--- src/rtl/dmem_arb_pkg.sv ---
`default_nettype none
// +----------------------------------------------------------------------------+
// | dmem_arb_pkg : shared types and defaults for the data RAM port arbiter     |
// | Rev 1.0                                                                    |
// +----------------------------------------------------------------------------+
package dmem_arb_pkg;

   localparam int c_def_addr_w = 14;
   localparam int c_def_data_w = 32;

   typedef logic [1:0] state_t;
   localparam state_t c_st_idle      = 2'd0;
   localparam state_t c_st_issue_cpu = 2'd1;
   localparam state_t c_st_issue_upg = 2'd2;

   typedef enum logic {
      GNT_CPU = 1'b0,
      GNT_UPG = 1'b1
   } grant_t;

endpackage
`default_nettype wire

--- src/rtl/rr_pick2.sv ---
`default_nettype none
// +----------------------------------------------------------------------------+
// | rr_pick2 : combinational two-way round-robin pick with CPU force override  |
// | Rev 1.0                                                                    |
// +----------------------------------------------------------------------------+
module rr_pick2
   import dmem_arb_pkg::*;
(
   input  logic [1:0] req,
   input  grant_t     last_grant,
   input  logic       force_cpu,
   output grant_t     grant
);

   // req[0] is the CPU, req[1] the UART side; with no request the result is unused
   always_comb begin
      grant = GNT_UPG;
      if (req[0] && (force_cpu || !req[1] || (last_grant == GNT_UPG)))
         grant = GNT_CPU;
   end

endmodule
`default_nettype wire

--- src/rtl/dmem_port_arbiter.sv ---
`default_nettype none
// +----------------------------------------------------------------------------+
// | dmem_port_arbiter : shares dmemory32 between CPU and UART programmer ports |
// | Optional macro DMEM_ARB_UPG_LOCK_EN locks the CPU out during upg_active.   |
// | Rev 1.0                                                                    |
// +----------------------------------------------------------------------------+
module dmem_port_arbiter
   import dmem_arb_pkg::*;
#(
   parameter int ADDR_W    = c_def_addr_w,
   parameter int DATA_W    = c_def_data_w,
   parameter int BURST_MAX = 4
)(
   input  logic              clock,
   input  logic              reset,
   input  logic              cpu_req,
   input  logic              cpu_we,
   input  logic [ADDR_W-1:0] cpu_adr,
   input  logic [DATA_W-1:0] cpu_wdat,
   output logic [DATA_W-1:0] cpu_rdat,
   output logic              cpu_ack,
   output logic              cpu_stall,
   input  logic              upg_req,
   input  logic              upg_we,
   input  logic [ADDR_W-1:0] upg_adr,
   input  logic [DATA_W-1:0] upg_wdat,
   output logic [DATA_W-1:0] upg_rdat,
   output logic              upg_ack,
   input  logic              upg_active,
   output logic              ram_wen,
   output logic [ADDR_W-1:0] ram_adr,
   output logic [DATA_W-1:0] ram_wdat,
   input  logic [DATA_W-1:0] ram_rdat
);

   localparam int                   c_burst_w   = $clog2(BURST_MAX + 1);
   localparam logic [c_burst_w-1:0] c_burst_max = BURST_MAX[c_burst_w-1:0];

   state_t              r_state;
   grant_t              r_last_grant;
   logic [c_burst_w-1:0] r_burst_cnt;
   logic [ADDR_W-1:0]   r_adr_hold;
   logic [DATA_W-1:0]   r_wdat_hold;
   logic [DATA_W-1:0]   r_cpu_rdat;
   logic [DATA_W-1:0]   r_upg_rdat;

   logic   w_lock;
   logic   w_cpu_elig;
   logic   w_force_cpu;
   logic   w_accept;
   logic   w_cpu_win;
   grant_t w_grant;

`ifdef DMEM_ARB_UPG_LOCK_EN
   assign w_lock = upg_active;
`else
   logic w_unused_upg_active;
   assign w_lock              = 1'b0;
   assign w_unused_upg_active = upg_active;
`endif

   assign w_cpu_elig  = cpu_req & ~w_lock;
   assign w_force_cpu = w_cpu_elig & ~w_lock & (r_burst_cnt == c_burst_max);

   rr_pick2 u_pick (
      .req        ({upg_req, w_cpu_elig}),
      .last_grant (r_last_grant),
      .force_cpu  (w_force_cpu),
      .grant      (w_grant)
   );

   // Gating with reset keeps a mid-access reset from producing a late ack
   assign w_accept  = (r_state == c_st_idle) & (w_cpu_elig | upg_req) & ~reset;
   assign w_cpu_win = (w_grant == GNT_CPU);

   assign ram_wen   = w_accept & (w_cpu_win ? cpu_we : upg_we);
   assign ram_adr   = w_accept ? (w_cpu_win ? cpu_adr  : upg_adr)  : r_adr_hold;
   assign ram_wdat  = w_accept ? (w_cpu_win ? cpu_wdat : upg_wdat) : r_wdat_hold;

   assign cpu_ack   = (r_state == c_st_issue_cpu) & ~reset;
   assign upg_ack   = (r_state == c_st_issue_upg) & ~reset;
   assign cpu_rdat  = cpu_ack ? ram_rdat : r_cpu_rdat;
   assign upg_rdat  = upg_ack ? ram_rdat : r_upg_rdat;
   assign cpu_stall = cpu_req & ~(w_accept & w_cpu_win);

   always_ff @(posedge clock) begin
      if (reset) begin
         r_state      <= c_st_idle;
         r_last_grant <= GNT_UPG;
         r_burst_cnt  <= '0;
         r_adr_hold   <= '0;
         r_wdat_hold  <= '0;
         r_cpu_rdat   <= '0;
         r_upg_rdat   <= '0;
      end else begin
         case (r_state)
            c_st_idle: begin
               if (w_accept) begin
                  r_state      <= w_cpu_win ? c_st_issue_cpu : c_st_issue_upg;
                  r_last_grant <= w_grant;
                  r_adr_hold   <= ram_adr;
                  r_wdat_hold  <= ram_wdat;
               end
               // Burst count saturates so a long UART run cannot wrap back to zero
               if (w_accept && !w_cpu_win) begin
                  if (r_burst_cnt != c_burst_max)
                     r_burst_cnt <= r_burst_cnt + 1'b1;
               end else if (w_accept || !upg_req) begin
                  r_burst_cnt <= '0;
               end
            end
            c_st_issue_cpu: begin
               r_cpu_rdat <= ram_rdat;
               r_state    <= c_st_idle;
            end
            c_st_issue_upg: begin
               r_upg_rdat <= ram_rdat;
               r_state    <= c_st_idle;
            end
            default: r_state <= c_st_idle;
         endcase
      end
   end

endmodule
`default_nettype wire

--- config.mk ---
export PLATFORM = sky130hd
export DESIGN_NAME = dmem_port_arbiter
export DESIGN_NICKNAME = d
export VERILOG_FILES = /design/src/rtl/dmem_arb_pkg.sv /design/src/rtl/rr_pick2.sv /design/src/rtl/dmem_port_arbiter.sv
export SDC_FILE = /design/constraint.sdc
export NUM_CORES = 1
export LEC_CHECK = 0
export ABC_AREA = 1
export BUFFER_PORTS_ARGS = -buffer_cell sky130_fd_sc_hd__buf_4
export CAP_MARGIN = 20
export CORE_MARGIN = 4
export CORE_UTILIZATION = 40
export CTS_CLUSTER_DIAMETER = 50
export DETAILED_ROUTE_END_ITERATION = 8
export PLACE_DENSITY = 0.76
export SLEW_MARGIN = 20
export SYNTH_ARGS = -nofsm -noshare
export SYNTH_HDL_FRONTEND = slang
export SYNTH_HIERARCHICAL = 1
export SYNTH_SLANG_ARGS = --single-unit
--- constraint.sdc ---
create_clock -name clock -period 3.29 [get_ports clock]
set_input_delay 0 -clock clock [delete_from_list [all_inputs] [get_ports clock]]
set_output_delay 0 -clock clock [all_outputs]
set_load 0.1 [all_outputs]
==> flow_summary_export.csv <==
group,metric,value,unit
sta,fmax,326,MHz
outcome,outcome,"complete, no violations",
clock_network,clkSinkCount,116,
sta,maxSlewViolCount,0,
yosys,syn_area,5340,um^2
critical_path,crit_arrival,3070,ps
floorplanning,num_rows,41,
routing,num_vias,6208,
hold_path,hp-class,"in2reg",
routing,drc,0,
critical_path,path_depth,14,
finish,area_delta_synth_final,69.3,%
placed_design,port-buffer-count,243,
floorplanning,die_x,124,um
critical_path,cp_cell_sequence,"inv_1, ha_1, nand2_1, nor2_1, inv_1, nand3_1, nand2_1, inv_1, nand2_1, nand2_1, dlygate4sd3_1, nand2_1, nand2_1, buf_4",
routing,wirelength,18900,um
sta,hold_viol,0,
power_and_ir_drop,peakVddDrop,0.366,mV
floorplanning,pin_count,245,
clock_network,h-tree-depth,4,
power_and_ir_drop,clockPowerShare,0.348,
critical_path,cp_common_cell,"nand2_1",
yosys,syn_avg_cell_area,7.34,um^2
sta,fin_crit_sh,0.932,
critical_path,cpMaxStageDelayCell,"dlygate4sd3_1",
yosys,synth.distinct_cells,27,
routing,wl_per_cell,15.0,um
hold_path,min_to,"r_wdat_hold[31]",
clock_network,path_clk_slew,50,ps
critical_path,cpPeakStageDelay,550,ps
sta,maxSlewHeadroom,0.418,
critical_path,critical-path-top-delay-family,"buffers and inverters",
critical_path,endpoint_kind,"primary output",
critical_path,path_max_fanout,9,
clock_network,ctsResizeCount,0,
flow_run,drv_cap,0,
sta,rsz0062_at_grt,"false",
critical_path,crit_buf_inv,5,
clock_network,cts_buffer_depth,2,
grt,grt_pass1_wl,29100,um
yosys,yosysSeqAreaShare,0.435,
hold_path,hp-start,"reset",
hold_path,hold_depth,2,
grt,first_global_vias,6010,
sta,setup_viol,0,
clock_network,cts_buffers,17,
finish,mostFrequentLayoutCell,"buf_4",
grt,grt_overflow,0,
placed_design,dp_hpwl,10700,um
floorplanning,chipHeight,124,um
placed_design,gp_congestion,0.794,
sta,finalClockSkew,10.4,ps
critical_path,worstRegToRegCells,15,
grt,grt_antenna_before_repair,0,
finish,drive_above_1_share,0.290,
finish,final_cell_mix,"buf_4, nand2_1, dlygate4sd3_1",
floorplanning,die_area,15300,um^2
power_and_ir_drop,swShare,0.391,
power_and_ir_drop,p_per_area,559,nW/um^2
power_and_ir_drop,power.switching,1980,uW
yosys,synth_nets,861,
clock_network,cts_tree,"done",
routing,drt-initial-drc-count,432,
sta,finalCriticalPeriod,3070,ps
yosys,yosys_warnings,6,
finish,fill_cells,916,
yosys,syn_inst,728,
floorplanning,start_util,0.417,
critical_path,timing.rr.end,"r_wdat_hold[16]",
critical_path,r2r_setup_slack,280,ps
clock_network,insertion_delay,410,ps
floorplanning,core_area,12800,um^2
sta,setup_tns,0,ps
routing,vias_per_cell,4.92,
grt,grt_max_degree,78,
sta,worst_slew_pin_slew,873,ps
power_and_ir_drop,leakage,0.00432,uW
grt,track_usage,0.244,
finish,final_util,0.705,
finish,final_nets,1208,
clock_network,ctsRootBufferMaster,"clkbuf_16",
critical_path,required,3290,ps
critical_path,start_kind,"flop",
critical_path,r2r_start,"r_burst_cnt[0]",
power_and_ir_drop,combPwrFrac,0.353,
routing,drtPass1Iterations,6,
yosys,ys_ff_latch,116,
routing,ant_nets,0,
critical_path,crit_type,"reg2out",
power_and_ir_drop,pwr-share-seq,0.299,
power_and_ir_drop,p_int,3080,uW
[worst max-delay path by stage]
stage                               from            to  slack (ps)
after floorplan               r_state[0]  upg_rdat[20]         140
after global placement    r_burst_cnt[0]    ram_adr[8]         830
after detailed placement  r_burst_cnt[0]    ram_adr[8]         800
after CTS                 r_burst_cnt[0]  ram_wdat[11]         280
after global routing      r_burst_cnt[0]    ram_adr[2]          50
final                     r_burst_cnt[0]    ram_adr[2]         220
[timing repair]
item / 4_1_cts / 5_1_grt
hold buffers: 124 / 0
setup buffers: 0 / 0
hold endpoints to repair: 110 / 0
[power groups by stage]
stage                     Clock, uW  Sequential, uW  Combinational, uW
after floorplan                   0            1530               1230
after global placement            0            1540               1600
after detailed placement          0            1540               1610
after CTS                      1780            1510               1760
after global routing           1840            1520               1860
final                          1760            1510               1780
[state kept, by name (all words and copies together) (netlist names)]
signal	flops
r_adr_hold	14
r_burst_cnt	3
r_cpu_rdat	32
r_last_grant	1
r_state	2
r_upg_rdat	32
r_wdat_hold	32
[metal layers]
| layer | global-route usage | share of wire |
|---|---|---|
| met1 | 0.271 | 0.39 |
| met5 | 0 | 0 |
| met4 | 0.108 | 0.027 |
| met3 | 0.0740 | 0.081 |
| met2 | 0.429 | 0.50 |
[synth_stat cells]
library cell | n | area (um^2)
dfxtp_1 | 116 | 2320
nor2_1 | 24 | 90.1
nor2_4 | 2 | 22.5
a21boi_1 | 9 | 67.6
inv_1 | 89 | 334
nand3_4 | 1 | 17.5
nor3_1 | 2 | 10.0
a21oi_1 | 33 | 165
a21boi_2 | 7 | 78.8
inv_2 | 4 | 15.0
a22o_1 | 1 | 8.76
nand4_1 | 2 | 12.5
nand3_1 | 5 | 25.0
buf_2 | 15 | 75.1
a21boi_0 | 8 | 60.1
nor2_2 | 1 | 6.26
xor2_1 | 1 | 8.76
clkbuf_1 | 19 | 71.3
nor2_8 | 1 | 20.0
ha_1 | 2 | 25.0
nand2_1 | 232 | 871
o21ai_0 | 64 | 320
buf_6 | 5 | 56.3
o31ai_1 | 64 | 480
buf_1 | 3 | 11.3
buf_4 | 5 | 37.5
nand3_2 | 13 | 130
[kinds of logic after synthesis]
logic type      share of synthesized area
xor+xnor                          0.00164
simple gates                        0.226
fa+ha+maj                         0.00468
flops                               0.435
buf+inv                             0.112
compound gates                      0.221
[final cells by class]
cell class,instances,area (um^2),area share
antenna,1,2.50,0.000277
clock buffer,18,429,0.0475
clock inverter,14,139,0.0154
inverter,93,349,0.0386
multi-input combinational,472,2430,0.269
sequential,116,2320,0.257
tap,172,215,0.0238
timing repair buffer,375,3150,0.348
[metrics by stage]
| stage | setup slack [ps] | std cells | hold slack, ps | total power, uW | area (um^2) |
|---|---|---|---|---|---|
| after floorplan | 145 | 728 | 126 | 2760 | 5340 |
| after global placement | 827 | 1104 | 224 | 3140 | 7230 |
| after detailed placement | 798 | 1104 | 228 | 3150 | 7230 |
| after CTS | 283 | 1260 | 19.4 | 5050 | 9040 |
| after global routing | 47.5 | 1260 | 59.7 | 5220 | 9040 |
| final | 223 | 1261 | 40.6 | 5060 | 9040 |
[worst register-to-register path, cell delays in order, from the launching register on]
cell	delay, ps
dfxtp_1	350
inv_1	70
ha_1	190
nand2_1	120
nor2_1	60
inv_1	50
nand3_1	50
nand2_1	290
inv_1	280
nor2_8	330
buf_12	240
nand2_1	100
nand3_2	80
dlygate4sd3_1	550
inv_1	40
nor2_1	120
(Power assumes the default switching activity.)
